File: src/rtl/seg_scan_bcd.sv
// seg_scan_bcd: multiplexed seven-segment scan controller.
// Shows either caller-supplied glyph codes (text mode) or the BCD result of a
// sequential double-dabble conversion (numeric mode), with per-digit blink,
// decimal points, leading-zero blanking and a saturation flag.
//
// Conversion FSM states:
//   state  | meaning
//   IDLE   | waiting for bin_load; display holds the last committed result
//   SHIFT  | one shift-add-3 step per cycle, DATA_W steps in total
//   COMMIT | latch result (or all nines on overflow), pulse done
module seg_scan_bcd #(
  parameter int NUM_DIGITS  = 4,
  parameter int DATA_W      = 32,
  parameter int REFRESH_DIV = 200000,
  parameter int BLINK_DIV   = 25000000
) (
  input  logic                    clk,
  input  logic                    rst_n,
  input  logic                    mode,
  input  logic [5*NUM_DIGITS-1:0] glyphs,
  input  logic [DATA_W-1:0]       bin_val,
  input  logic                    bin_load,
  input  logic                    lz_blank,
  input  logic [NUM_DIGITS-1:0]   blink_mask,
  input  logic [NUM_DIGITS-1:0]   dp_mask,
  output logic                    busy,
  output logic                    done,
  output logic                    ovf,
  output logic [7:0]              seg,
  output logic [NUM_DIGITS-1:0]   an
);

  localparam int IW    = (NUM_DIGITS > 1) ? $clog2(NUM_DIGITS) : 1;
  localparam int RW    = $clog2(REFRESH_DIV);
  localparam int BW    = $clog2(BLINK_DIV);
  localparam int CW    = $clog2(DATA_W + 1);
  localparam int BCD_W = 4 * NUM_DIGITS;

  // Largest value that fits in NUM_DIGITS decimal digits.
  function automatic logic [DATA_W-1:0] calc_max_val();
    logic [DATA_W-1:0] v;
    v = DATA_W'(1);
    for (int i = 0; i < NUM_DIGITS; i++) v = v * DATA_W'(10);
    return v - DATA_W'(1);
  endfunction

  localparam logic [DATA_W-1:0] MAX_VAL = calc_max_val();

  function automatic logic [6:0] glyph_seg(input logic [4:0] code);
    case (code)
      5'h00: glyph_seg = 7'h3F;
      5'h01: glyph_seg = 7'h06;
      5'h02: glyph_seg = 7'h5B;
      5'h03: glyph_seg = 7'h4F;
      5'h04: glyph_seg = 7'h66;
      5'h05: glyph_seg = 7'h6D;
      5'h06: glyph_seg = 7'h7D;
      5'h07: glyph_seg = 7'h07;
      5'h08: glyph_seg = 7'h7F;
      5'h09: glyph_seg = 7'h6F;
      5'h0A: glyph_seg = 7'h77;
      5'h0B: glyph_seg = 7'h7C;
      5'h0C: glyph_seg = 7'h39;
      5'h0D: glyph_seg = 7'h5E;
      5'h0E: glyph_seg = 7'h79;
      5'h0F: glyph_seg = 7'h71;
      5'h10: glyph_seg = 7'h73;
      5'h11: glyph_seg = 7'h78;
      5'h12: glyph_seg = 7'h38;
      5'h13: glyph_seg = 7'h50;
      5'h14: glyph_seg = 7'h78;
      5'h15: glyph_seg = 7'h1E;
      5'h16: glyph_seg = 7'h40;
      default: glyph_seg = 7'h00;
    endcase
  endfunction

  typedef enum logic [1:0] {IDLE, SHIFT, COMMIT} conv_state_t;

  conv_state_t         state;
  logic [RW-1:0]       refresh_cnt;
  logic [IW-1:0]       scan_idx;
  logic [BW-1:0]       blink_cnt;
  logic                blink_phase;
  logic [DATA_W-1:0]   bin_sh;
  logic [BCD_W-1:0]    bcd_work;
  logic [BCD_W-1:0]    bcd_adj;
  logic [BCD_W-1:0]    bcd_disp;
  logic [CW-1:0]       bit_cnt;
  logic                ovf_pend;
  logic [NUM_DIGITS-1:0] lead_zero;
  logic                zero_above;
  logic [3:0]          cur_digit;
  logic [4:0]          code;
  logic [7:0]          seg_next;
  logic [NUM_DIGITS-1:0] an_next;

  // Digit dwell timer; advances the scan index on each wrap.
  always_ff @(posedge clk or negedge rst_n) begin
    if (!rst_n) begin
      refresh_cnt <= '0;
      scan_idx    <= '0;
    end else if (refresh_cnt == RW'(REFRESH_DIV - 1)) begin
      refresh_cnt <= '0;
      if (scan_idx == IW'(NUM_DIGITS - 1)) scan_idx <= '0;
      else                                 scan_idx <= scan_idx + IW'(1);
    end else begin
      refresh_cnt <= refresh_cnt + RW'(1);
    end
  end

  // Blink half-period timer; toggles the blink phase on each wrap.
  always_ff @(posedge clk or negedge rst_n) begin
    if (!rst_n) begin
      blink_cnt   <= '0;
      blink_phase <= 1'b0;
    end else if (blink_cnt == BW'(BLINK_DIV - 1)) begin
      blink_cnt   <= '0;
      blink_phase <= ~blink_phase;
    end else begin
      blink_cnt <= blink_cnt + BW'(1);
    end
  end

  // Add 3 to every BCD digit that is 5 or more before the next shift.
  always_comb begin
    bcd_adj = bcd_work;
    for (int i = 0; i < NUM_DIGITS; i++) begin
      if (bcd_work[4*i +: 4] >= 4'd5) bcd_adj[4*i +: 4] = bcd_work[4*i +: 4] + 4'd3;
    end
  end

  // Conversion FSM. Only NUM_DIGITS digits are kept: any value that needs
  // more is saturated to all nines, so the truncated work register is fine.
  always_ff @(posedge clk or negedge rst_n) begin
    if (!rst_n) begin
      state    <= IDLE;
      busy     <= 1'b0;
      done     <= 1'b0;
      ovf      <= 1'b0;
      ovf_pend <= 1'b0;
      bin_sh   <= '0;
      bcd_work <= '0;
      bcd_disp <= '0;
      bit_cnt  <= '0;
    end else begin
      case (state)
        IDLE: begin
          done <= 1'b0;
          if (bin_load) begin
            bin_sh   <= bin_val;
            bcd_work <= '0;
            bit_cnt  <= CW'(DATA_W);
            ovf_pend <= (bin_val > MAX_VAL);
            busy     <= 1'b1;
            state    <= SHIFT;
          end
        end
        SHIFT: begin
          bcd_work <= {bcd_adj[BCD_W-2:0], bin_sh[DATA_W-1]};
          bin_sh   <= bin_sh << 1;
          bit_cnt  <= bit_cnt - CW'(1);
          if (bit_cnt == CW'(1)) state <= COMMIT;
        end
        COMMIT: begin
          bcd_disp <= ovf_pend ? {NUM_DIGITS{4'd9}} : bcd_work;
          ovf      <= ovf_pend;
          done     <= 1'b1;
          busy     <= 1'b0;
          state    <= IDLE;
        end
        default: state <= IDLE;
      endcase
    end
  end

  // Select the glyph for the digit currently being scanned.
  always_comb begin
    zero_above = 1'b1;
    lead_zero  = '0;
    for (int i = NUM_DIGITS - 1; i >= 0; i--) begin
      lead_zero[i] = zero_above & (bcd_disp[4*i +: 4] == 4'd0);
      zero_above   = lead_zero[i];
    end
    cur_digit = bcd_disp[4*scan_idx +: 4];
    if (!mode)
      code = glyphs[5*scan_idx +: 5];
    else if (lz_blank && !ovf && lead_zero[scan_idx] && (scan_idx != '0))
      code = 5'h17;
    else
      code = {1'b0, cur_digit};
    if (blink_phase && blink_mask[scan_idx]) seg_next = 8'h00;
    else                                     seg_next = {dp_mask[scan_idx], glyph_seg(code)};
    an_next = NUM_DIGITS'(1) << scan_idx;
  end

  // Register the pin drivers so digit changes are glitch-free.
  always_ff @(posedge clk or negedge rst_n) begin
    if (!rst_n) begin
      seg <= 8'h00;
      an  <= '0;
    end else begin
      seg <= seg_next;
      an  <= an_next;
    end
  end

endmodule

File: config.mk
export PLATFORM = sky130hd
export DESIGN_NAME = seg_scan_bcd
export DESIGN_NICKNAME = d
export VERILOG_FILES = /design/src/rtl/seg_scan_bcd.sv
export SDC_FILE = /design/constraint.sdc
export NUM_CORES = 1
export LEC_CHECK = 0
export ABC_AREA = 0
export CAP_MARGIN = 5
export CORE_MARGIN = 2
export CORE_UTILIZATION = 36
export CTS_BUF_LIST = sky130_fd_sc_hd__clkbuf_4 sky130_fd_sc_hd__clkbuf_8
export CTS_CLUSTER_DIAMETER = 60
export DETAILED_ROUTE_END_ITERATION = 6
export GPL_TIMING_DRIVEN = 0
export PLACE_DENSITY_LB_ADDON = 0.15
export SLEW_MARGIN = 20
export SYNTH_ARGS = -nofsm -noshare
export SYNTH_HDL_FRONTEND = slang
export SYNTH_SLANG_ARGS = --single-unit
File: constraint.sdc
create_clock -name clk -period 2.9 [get_ports clk]
set_input_delay 0.435 -clock clk [delete_from_list [all_inputs] [get_ports clk]]
set_output_delay 0.435 -clock clk [all_outputs]
set_load 0.03 [all_outputs]
==> summary.txt, run 1 <==
Routing
  • Via count: 5402
  • DRC errors left: 0
  • Total wire length after detailed routing: 15.6 mm
  • Final antenna-violating net count: 0
  • Post-DR vias/cell: 5.27
  • Length of the first detailed-routing pass in iterations: 4
  • Drt wl/cell: 15.2 µm
  • 1st-iter DRT viols: 307

Timing
  • Fmax achieved: 363 MHz
  • Number of hold violations in the final report: 0
  • Worst Skew: 0.0119 ns
  • Headroom to the max-slew limit: 0.474
  • Tightest hold margin: 0.464 ns
  • Fraction of the cycle the final worst path needs: 0.949
  • Setup Viol. Count Final: 0
  • Tmin final: 2.75 ns
  • Setup TNS Final: 0 ns
  • Max-slew violation total from the final report: 0
  • Slew at the pin closest to its max-slew limit: 0.782 ns

Power
  • Fraction of power spent switching nets: 0.286
  • Comb pwr share: 0.171
  • Cell-internal power: 3.09 mW
  • Clock power share: 0.344
  • Part of the power in registers: 0.485
  • Static leakage power: 3.70 nW
  • Pwr per Cell Area: 519 mW/mm²
  • Switching power total: 1.23 mW
  • Peak supply drop: 0.000355 V

Placement
  • Port Buffers: 79
  • Placed insts: 984
  • Detail Placement HPWL: 11.3 mm
  • GP Congestion: 0.826

Setup path
  • Cell seen most often among critical-path stages: sky130_fd_sc_hd__inv_1
  • Setup Crit Path Kind: register to register
  • Worst setup SP type: register
  • Critical Path AT: 3.08 ns
  • Type of destination of the critical path: register
  • Top fanout value on the critical path: 10
  • Crit path max-delay cell type: sky130_fd_sc_hd__dfrtp_1
  • Largest delay contributor family on the critical path: compound AO/OA/AOI/OAI gates
  • Critical Path Max Stage Delay: 0.38 ns
  • Worst path buffer plus inverter count: 4
  • Data required time at the worst endpoint: 3.23 ns
  • List of cells traversed by the critical path: buf_6 -> buf_8 -> inv_1 -> ha_4 -> nor4bb_4 -> o311ai_2 -> a21o_2 -> and2_2 -> inv_1 -> ha_1 -> nand2_1 -> o211a_1 -> o2111a_1

Yosys
  • Fraction of synthesized cell area taken by the top area cell type: 0.499
  • Number of register bits inferred by synthesis: 134
  • Post-synthesis instance area: 0.00672 mm²
  • Distinct cells, synth: 56
  • Dominant register cell in the synthesized netlist: sky130_fd_sc_hd__dfrtp_1
  • Post-synth EDFFs: 0
  • Number of warning messages in the yosys log: 0
  • Most instantiated library cell after synthesis: sky130_fd_sc_hd__dfrtp_1
  • Fraction of registers with async set or reset after synthesis: 1.00
  • Cell types with the largest area share after synthesis: sky130_fd_sc_hd__dfrtp_1 (50%), sky130_fd_sc_hd__nand2_1 (6.7%), sky130_fd_sc_hd__ha_1 (3.7%)
  • Mapped Nets: 760
  • Most numerous cell types in the synthesized netlist: sky130_fd_sc_hd__dfrtp_1 (134), sky130_fd_sc_hd__nand2_1 (120), sky130_fd_sc_hd__nor2_1 (57)
  • Number of instances in the synthesized netlist: 675
  • Post-synthesis sequential area ratio: 0.499
  • Syn Area/Cell: 9.95 µm²
  • Biggest area consumer among synthesized cells: sky130_fd_sc_hd__dfrtp_1

GRT
  • Global-route wire length before repair: 26.4 mm
  • Met1 track demand over resource in global routing: 0.217
  • Total grt overflow: 0
  • Largest net degree at the start of global routing: 75
  • Met2 usage in global routing: 0.270
  • Met3 usage: 0.0326
  • Number of global-route vias before repair: 5403
  • GR Util All Layers: 0.163
  • Antenna violations before repair: 0
  • Busiest layer in global routing: met2

Final layout
  • Layout filler cell count: 1721
  • Layout Area Growth over Synthesis: 24.0%
  • ANT cells: 0
  • Filler-free cell count of the finished design: 1025
  • Net total in the final layout: 869
  • Utilization after layout: 0.459
  • Fraction of final layout cells with drive strength greater than 1: 0.0867
  • Area of the multi-input gates: 0.00322 mm²
  • Area of all sequential standard cells: 0.00335 mm²

Status
  • Outcome: finished, final reports clean

Floorplan
  • Die height: 141 µm
  • Effective utilization at floorplan: 0.370
  • Number of ports placed on the die boundary: 80
  • Core area: 0.0181 mm²
  • Std cell rows: 49
  • Die Outline Area: 0.0198 mm²
  • Die extent in x: 141 µm

Hold path
  • Worst hold-check path type: register to register

Clock network
  • Number of CTS-inserted buffers: 17
  • Root buffer cell: sky130_fd_sc_hd__clkbuf_8
  • CTS tree: yes
  • CTS H-tree lvls: 4
  • CTS sink count: 134
  • Clock-pin transition on the worst setup and hold timing paths: 0.08 ns
  • Insertion delay of the later-clocked pin in the worst-skew pair: 0.43 ns
  • Clock Tree Buf Depth: 2

Run
  • Total of max-cap violations: 0
-- final cells by class --
cell class / count / share of cell area
Inverter: 15 / 0.00676
Buffer: 32 / 0.0177
Clock inverter: 14 / 0.0165
Sequential cell: 134 / 0.402
Tap cell: 229 / 0.0344
Timing Repair Buffer: 90 / 0.108
Multi-Input combinational cell: 494 / 0.386
Clock buffer: 17 / 0.0281
-- placed cells by master, fill, tap and decap left out, types with 3 or more instances in the layout --
cell type and n:
sky130_fd_sc_hd__nor2_1 57, sky130_fd_sc_hd__nor3_1 8, sky130_fd_sc_hd__a32o_1 4, sky130_fd_sc_hd__clkdlybuf4s50_1 78
sky130_fd_sc_hd__xor2_1 27, sky130_fd_sc_hd__clkinv_2 6, sky130_fd_sc_hd__a21oi_1 11, sky130_fd_sc_hd__nor2b_1 6
sky130_fd_sc_hd__o21ai_0 37, sky130_fd_sc_hd__and4_1 3, sky130_fd_sc_hd__clkbuf_1 26, sky130_fd_sc_hd__nand3_1 37
sky130_fd_sc_hd__dfrtp_1 134, sky130_fd_sc_hd__nand2_1 119, sky130_fd_sc_hd__a22oi_1 33, sky130_fd_sc_hd__clkbuf_8 17
sky130_fd_sc_hd__mux2i_1 4, sky130_fd_sc_hd__o31ai_1 12, sky130_fd_sc_hd__o32ai_1 5, sky130_fd_sc_hd__mux4_1 5
sky130_fd_sc_hd__nor3b_1 3, sky130_fd_sc_hd__clkinvlp_4 4, sky130_fd_sc_hd__inv_1 15, sky130_fd_sc_hd__mux4_2 5
sky130_fd_sc_hd__buf_4 11, sky130_fd_sc_hd__ha_1 19, sky130_fd_sc_hd__nand4_1 10, sky130_fd_sc_hd__xnor2_1 21
sky130_fd_sc_hd__nand2b_1 12, sky130_fd_sc_hd__nor4_1 16, sky130_fd_sc_hd__and3_1 5
-- repair_timing --
action / CTS / global route
hold endpoints to repair: 60 / 0
buffers inserted: 1 / 8
hold buffers: 1 / 0
gates cloned: 0 / 0
pin swaps: 0 / 1
setup endpoints to repair: 4 / 6
resized for setup: 3 / 9
-- power groups by stage --
| stage | clock network, mW | registers [mW] | logic [mW] |
|---|---|---|---|
| 2_1_floorplan | 0 | 2.12 | 0.449 |
| 3_3_place_gp | 0 | 2.13 | 0.696 |
| 3_5_place_dp | 0 | 2.13 | 0.729 |
| 4_1_cts | 1.53 | 2.09 | 0.737 |
| 5_1_grt | 1.60 | 2.11 | 0.837 |
| 6_report | 1.49 | 2.10 | 0.739 |
-- worst paths after layout --
check / slack, ns / start / depth (start not counted) / to
max in group asynchronous: 1.64 / rst_n / 3 / bcd_disp[11]
setup / recovery: 0.15 / scan_idx[0] / 13 / seg[3]
setup reg to reg: 0.15 / scan_idx[0] / 13 / seg[3]
hold / removal: 0.46 / blink_cnt[0] / 1 / blink_cnt[0]
min in group asynchronous: 0.52 / rst_n / 2 / seg[2]
hold reg to reg: 0.46 / blink_cnt[0] / 1 / blink_cnt[0]
-- state kept, by name (all words and copies together), names as in the netlist --
register / flops
state: 2
an: 4
bit_cnt: 6
busy: 1
blink_phase: 1
done: 1
ovf: 1
bcd_work: 16
ovf_pend: 1
bin_sh: 32
scan_idx: 2
bcd_disp: 16
refresh_cnt: 18
seg: 8
blink_cnt: 25
-- cells by family (layout without fill, tap and decap cells) --
logic type / Yosys count / in the layout / share of synthesized area
xor gates and xnor gates: 48 / 48 / 0.0626
muxes: 19 / 19 / 0.0527
and+or+nand+nor: 288 / 288 / 0.198
buffers and inverters: 47 / 168 / 0.0304
AOI/OAI and AO/OA: 119 / 119 / 0.120
DFF: 134 / 134 / 0.499
adders and majority gates: 20 / 20 / 0.0373
-- stage by stage --
stage | instance area (µm²) | total power [mW] | worst slack, ns
5_1_grt | 8330 | 4.55 | -0.0102
3_5_place_dp | 7830 | 2.86 | -0.332
6_report | 8330 | 4.32 | 0.148
3_3_place_gp | 7790 | 2.82 | -4.00
2_1_floorplan | 6720 | 2.57 | 0.281
4_1_cts | 8220 | 4.36 | 0.0149
-- routing by layer --
layer  vias up  wire length (µm)
met2       147              7490
li1       2607                 -
met4         0               231
met1      2627              7210
met3        21               689
met5         -                 0
Power figures use the tool's default switching activity.
==> run 2: changes to the inputs <==
--- a/config.mk
+++ b/config.mk
@@ -7,13 +7,15 @@
 export LEC_CHECK = 0
 export ABC_AREA = 0
 export CAP_MARGIN = 5
-export CORE_MARGIN = 2
+export CORE_MARGIN = 4
 export CORE_UTILIZATION = 36
 export CTS_BUF_LIST = sky130_fd_sc_hd__clkbuf_4 sky130_fd_sc_hd__clkbuf_8
 export CTS_CLUSTER_DIAMETER = 60
 export DETAILED_ROUTE_END_ITERATION = 6
 export GPL_TIMING_DRIVEN = 0
 export PLACE_DENSITY_LB_ADDON = 0.15
+export RECOVER_POWER = 50
+export SETUP_SLACK_MARGIN = 0.15
 export SLEW_MARGIN = 20
 export SYNTH_ARGS = -nofsm -noshare
 export SYNTH_HDL_FRONTEND = slang
==> summary.txt, run 2 (synthesized netlist as in run 1, its figures left out) <==
Final layout
  • Area of the multi-input gates: 0.00321 mm²
  • Filler-free cell count of the finished design: 1038
  • ANT cells: 0
  • Utilization after layout: 0.467
  • Commonest non-fill, non-tap cell in the layout: sky130_fd_sc_hd__dfrtp_1
  • Flip-flop count of the largest register after layout: 32
  • Fraction of final layout cells with drive strength greater than 1: 0.105
  • Area of all sequential standard cells: 0.00335 mm²
  • Commonest cells after routing, fill and taps aside: sky130_fd_sc_hd__dfrtp_1 (134), sky130_fd_sc_hd__nand2_1 (119), sky130_fd_sc_hd__clkdlybuf4s50_1 (78)
  • Layout filler cell count: 1723
  • Layout Area Growth over Synthesis: 26.2%
  • Register ranked first by flip-flop count: bin_sh
  • Largest registers in the final layout: bin_sh x32, blink_cnt x25, refresh_cnt x18
  • Net total in the final layout: 882

Power
  • Total Power Consumption: 4.57 mW
  • Part of the power in registers: 0.459
  • Switching power total: 1.20 mW
  • Static leakage power: 3.78 nW
  • Cell-internal power: 3.37 mW
  • Pwr per Cell Area: 539 mW/mm²
  • Peak supply drop: 0.000288 V
  • Clock power share: 0.380
  • Fraction of power spent switching nets: 0.262
  • Comb pwr share: 0.162

Placement
  • Port Buffers: 79
  • Pre-CTS setup slack: -0.420 ns
  • GP Congestion: 0.826
  • Placed insts: 984
  • Detail Placement HPWL: 11.3 mm

Timing
  • Slew at the pin closest to its max-slew limit: 1.31 ns
  • Max-slew violation total from the final report: 0
  • Headroom to the max-slew limit: 0.127
  • Unrepaired setup endpoints after global routing: false
  • Setup Viol. Count Final: 0
  • Worst Skew: 0.00949 ns
  • Tmin final: 2.67 ns
  • Number of hold violations in the final report: 0
  • Fmax achieved: 375 MHz
  • Fraction of the cycle the final worst path needs: 0.920
  • Setup slack of the critical path after layout: 0.233 ns
  • Tightest hold margin: 0.460 ns

Setup path
  • Worst R2R Start: scan_idx[0]
  • Worst setup SP type: register
  • Worst-case reg-to-reg path depth: 10
  • Top fanout value on the critical path: 6
  • R2r setup slk: 0.23 ns
  • Setup Crit Path Kind: register to register
  • Type of destination of the critical path: register
  • Capture point of the worst path: seg[3]
  • Critical R2R Capture: seg[3]
  • Data required time at the worst endpoint: 3.21 ns
  • Critical Path AT: 2.98 ns
  • Launching element of the worst setup path: scan_idx[0]

Floorplan
  • Die height: 145 µm
  • Effective utilization at floorplan: 0.370
  • Die extent in x: 145 µm
  • Die Outline Area: 0.0209 mm²
  • Core area: 0.0181 mm²
  • Number of ports placed on the die boundary: 80
  • Std cell rows: 49

Clock network
  • CTS tree: yes
  • Clock Tree Buf Depth: 2
  • CTS sink count: 134
  • Insertion delay of the later-clocked pin in the worst-skew pair: 0.43 ns
  • Root buffer cell: sky130_fd_sc_hd__clkbuf_8
  • Clock-pin transition on the worst setup and hold timing paths: 0.07 ns
  • Number of CTS-inserted buffers: 17
  • CTS H-tree lvls: 4

Routing
  • Drt wl/cell: 15.4 µm
  • Post-DR vias/cell: 5.20
  • DRC errors left: 0
  • 1st-iter DRT viols: 290
  • Final antenna-violating net count: 0
  • Length of the first detailed-routing pass in iterations: 5
  • Total wire length after detailed routing: 16.0 mm
  • Via count: 5399

GRT
  • Total grt overflow: 0
  • Antenna violations before repair: 0
  • Number of global-route vias before repair: 5447
  • Global-route wire length before repair: 26.6 mm
  • GR Util All Layers: 0.158
  • Largest net degree at the start of global routing: 85

Status
  • Outcome: finished, final reports clean

Hold path
  • Worst hold-check path type: register to register

Run
  • Total of max-cap violations: 0
run 2: power by group through the flow:
stage                     clock network, mW  registers (mW)  logic [mW]
final                                  1.73            2.10       0.739
after global routing                   1.88            2.12       0.845
after global placement                    0            2.13       0.698
after CTS                              1.78            2.10       0.734
after floorplan                           0            2.12       0.449
after detailed placement                  0            2.13       0.726
run 2: worst min path at each step:
stage	depth (start not counted)	endpoint	from
after CTS	1	blink_cnt[0]	blink_cnt[0]
after detailed placement	1	seg[4]	rst_n
after floorplan	0	an[0]	rst_n
after global placement	1	blink_cnt[0]	blink_cnt[0]
after global routing	1	blink_cnt[0]	blink_cnt[0]
final	1	blink_cnt[0]	blink_cnt[0]
run 2: per-layer routing:
metal | vias to the layer above | wire length (µm) | part of all wire | GRT usage
met1 | 2636 | 7370 | 0.46 | 0.213
li1 | 2632 | - | - | -
met3 | 12 | 619 | 0.039 | 0.0387
met4 | 0 | 140 | 0.0088 | 0.0383
met5 | - | 0 | 0 | 0
met2 | 119 | 7860 | 0.49 | 0.257
run 2: area by class of cell:
| type | count | share of cell area |
|---|---|---|
| buffer | 32 | 0.0180 |
| clock buffer | 23 | 0.0351 |
| clock inverter | 8 | 0.0173 |
| inverter | 15 | 0.00694 |
| multi-input combinational | 494 | 0.379 |
| sequential | 134 | 0.396 |
| tap | 229 | 0.0338 |
| timing repair buffer | 103 | 0.114 |
run 2: worst max-delay path: stages (launching register included):
cell and delay, ns:
sky130_fd_sc_hd__dfrtp_1 0.38, sky130_fd_sc_hd__buf_6 0.12, sky130_fd_sc_hd__buf_4 0.15, sky130_fd_sc_hd__buf_4 0.12, sky130_fd_sc_hd__mux4_2 0.52, sky130_fd_sc_hd__mux2i_4 0.23, sky130_fd_sc_hd__buf_4 0.17, sky130_fd_sc_hd__nand2b_1 0.08
sky130_fd_sc_hd__or4_1 0.41, sky130_fd_sc_hd__o211a_1 0.15, sky130_fd_sc_hd__o2111a_1 0.23
run 2: metrics by stage:
step	setup TNS, ns	instance area (µm²)
floorplan	0	6720
global placement	-541.88	7790
detailed placement	-1.32	7830
CTS	0	8320
global route	0	8470
finish	0	8470
run 2: timing repair:
| item | 4_1_cts | 5_1_grt |
|---|---|---|
| gates cloned | 0 | 0 |
| setup endpoints to repair | 6 | 7 |
| hold buffers | 1 | 0 |
| endpoints found under the hold margin | 50 | 0 |
| resized for setup | 5 | 16 |
| pin swaps | 0 | 2 |
| setup buffers | 4 | 18 |
==> run 3: changes to the inputs <==
--- a/config.mk
+++ b/config.mk
@@ -8,10 +8,11 @@
 export ABC_AREA = 0
 export CAP_MARGIN = 5
 export CORE_MARGIN = 4
-export CORE_UTILIZATION = 36
+export CORE_UTILIZATION = 35
 export CTS_BUF_LIST = sky130_fd_sc_hd__clkbuf_4 sky130_fd_sc_hd__clkbuf_8
 export CTS_CLUSTER_DIAMETER = 60
 export DETAILED_ROUTE_END_ITERATION = 6
+export GPL_ROUTABILITY_DRIVEN = 0
 export GPL_TIMING_DRIVEN = 0
 export PLACE_DENSITY_LB_ADDON = 0.15
 export RECOVER_POWER = 50
==> summary.txt, run 3 (synthesized netlist as in run 1, its figures left out) <==
GRT
  • Total grt overflow: 0
  • Antenna violations before repair: 0
  • Global-route wire length before repair: 26.8 mm
  • GR Util All Layers: 0.150
  • Largest net degree at the start of global routing: 71
  • Number of global-route vias before repair: 5498

Setup path
  • R2r setup slk: 0.23 ns
  • Launching element of the worst setup path: scan_idx[0]
  • List of cells traversed by the critical path: buf_6 -> buf_12 -> inv_1 -> ha_2 -> nor4bb_2 -> o311ai_1 -> a21o_1 -> and2_4 -> inv_2 -> ha_4 -> nand2_1 -> o211a_1 -> o2111a_1
  • Setup Crit Path Kind: register to register
  • Worst path buffer plus inverter count: 4
  • Critical Path Max Stage Delay: 0.37 ns
  • Capture point of the worst path: seg[3]
  • Critical R2R Capture: seg[3]
  • Worst-case reg-to-reg path depth: 13
  • Largest delay contributor family on the critical path: compound AO/OA/AOI/OAI gates
  • Worst setup SP type: register
  • Top fanout value on the critical path: 10
  • Worst R2R Start: scan_idx[0]
  • Critical Path AT: 3.00 ns
  • Type of destination of the critical path: register
  • Data required time at the worst endpoint: 3.23 ns
  • Crit path max-delay cell type: sky130_fd_sc_hd__dfrtp_1
  • Critical path depth: 13

Placement
  • Port Buffers: 79
  • Pre-CTS setup slack: -0.312 ns
  • Detail Placement HPWL: 11.4 mm
  • Placed insts: 989
  • Cell area after placement: 0.00783 mm²

Routing
  • Post-DR vias/cell: 5.30
  • 1st-iter DRT viols: 245
  • Drt wl/cell: 15.2 µm
  • DRC errors left: 0
  • Final antenna-violating net count: 0
  • Via count: 5470
  • Total wire length after detailed routing: 15.7 mm
  • Length of the first detailed-routing pass in iterations: 5

Power
  • Peak supply drop: 0.000316 V
  • Pwr per Cell Area: 552 mW/mm²
  • Static leakage power: 3.74 nW

Final layout
  • Largest registers in the final layout: bin_sh x32, blink_cnt x25, refresh_cnt x18
  • Layout filler cell count: 1826
  • Fraction of final layout cells with drive strength greater than 1: 0.0890
  • Commonest cells after routing, fill and taps aside: sky130_fd_sc_hd__dfrtp_1 (134), sky130_fd_sc_hd__nand2_1 (119), sky130_fd_sc_hd__clkdlybuf4s50_1 (78)
  • Area of all sequential standard cells: 0.00335 mm²
  • Net total in the final layout: 870
  • Layout Area Growth over Synthesis: 25.5%
  • Area of the multi-input gates: 0.00321 mm²
  • Utilization after layout: 0.449
  • Flip-flop count of the largest register after layout: 32
  • ANT cells: 0
  • Filler-free cell count of the finished design: 1032
  • Register ranked first by flip-flop count: bin_sh
  • Design Area, Final: 0.00843 mm²
  • Commonest non-fill, non-tap cell in the layout: sky130_fd_sc_hd__dfrtp_1

Floorplan
  • Die Outline Area: 0.0215 mm²
  • Std cell rows: 50
  • Die extent in x: 147 µm
  • Core area: 0.0188 mm²
  • Number of ports placed on the die boundary: 80
  • Die height: 147 µm
  • Effective utilization at floorplan: 0.358

Clock network
  • CTS sink count: 134
  • Number of CTS-inserted buffers: 17
  • CTS H-tree lvls: 4
  • Clock Tree Buf Depth: 2
  • CTS tree: yes
  • Insertion delay of the later-clocked pin in the worst-skew pair: 0.44 ns
  • Clock-pin transition on the worst setup and hold timing paths: 0.07 ns
  • Root buffer cell: sky130_fd_sc_hd__clkbuf_8

Timing
  • Fmax achieved: 374 MHz
  • Tmin final: 2.67 ns
  • Headroom to the max-slew limit: -0.0768
  • Setup TNS Final: 0 ns
  • Setup Viol. Count Final: 0
  • Setup slack of the critical path after layout: 0.226 ns
  • Max-slew violation total from the final report: 66
  • Number of hold violations in the final report: 0
  • Worst Skew: 0.00915 ns
  • Slew at the pin closest to its max-slew limit: 1.62 ns
  • Unrepaired setup endpoints after global routing: true
  • Fraction of the cycle the final worst path needs: 0.922

Status
  • Outcome: finished, violations left
  • Violations in the final reports: max-capacitance violations, max-slew violations

Hold path
  • Worst hold-check path type: register to register

Run
  • Total of max-cap violations: 1
==> run 3: repair_timing <==
action                                 CTS  global route
gates resized for setup                  8             6
setup endpoints to repair                6             5
gates cloned                             0             0
hold buffers                             1             0
setup buffers                            8             2
pin swaps                                1             1
endpoints found under the hold margin   64             0
==> run 3: power by group <==
part           internal [mW]  switching [mW]  total (mW)
combinational          0.355           0.375       0.731
sequential              1.98           0.117        2.10
clock                   1.09           0.730        1.82
total                   3.43            1.22        4.65
==> run 3: per-stage QoR <==
step | hold WS (ns) | power (mW)
floorplan | 0.139 | 2.57
global placement | 0.442 | 2.82
detailed placement | 0.411 | 2.86
CTS | 0.460 | 4.71
global route | 0.494 | 4.92
finish | 0.453 | 4.65
==> run 3: layout make-up <==
class | count | area share
clock buffers | 20 | 0.0326
clock inverters | 12 | 0.0234
inverters | 15 | 0.00668
well taps | 234 | 0.0347
repair buffers | 91 | 0.106
flip-flops and latches | 134 | 0.398
multi-input cells | 494 | 0.381
plain buffers | 32 | 0.0181
==> run 3: per-layer routing <==
| metal | up-vias | global-route usage | wire length, µm |
|---|---|---|---|
| li1 | 2620 | - | - |
| met1 | 2719 | 0.195 | 7170 |
| met2 | 116 | 0.249 | 7650 |
| met3 | 15 | 0.0403 | 668 |
| met4 | 0 | 0.0405 | 188 |
| met5 | - | 0 | 0 |
==> run 3: worst min-delay path by stage <==
stage,startpoint,end,slack [ns],cells after the start
2_1_floorplan,rst_n,an[0],0.14,0
3_3_place_gp,blink_cnt[0],blink_cnt[0],0.44,1
3_5_place_dp,rst_n,seg[4],0.41,1
4_1_cts,blink_cnt[0],blink_cnt[0],0.46,1
5_1_grt,blink_cnt[0],blink_cnt[0],0.49,1
6_report,blink_cnt[0],blink_cnt[0],0.45,1
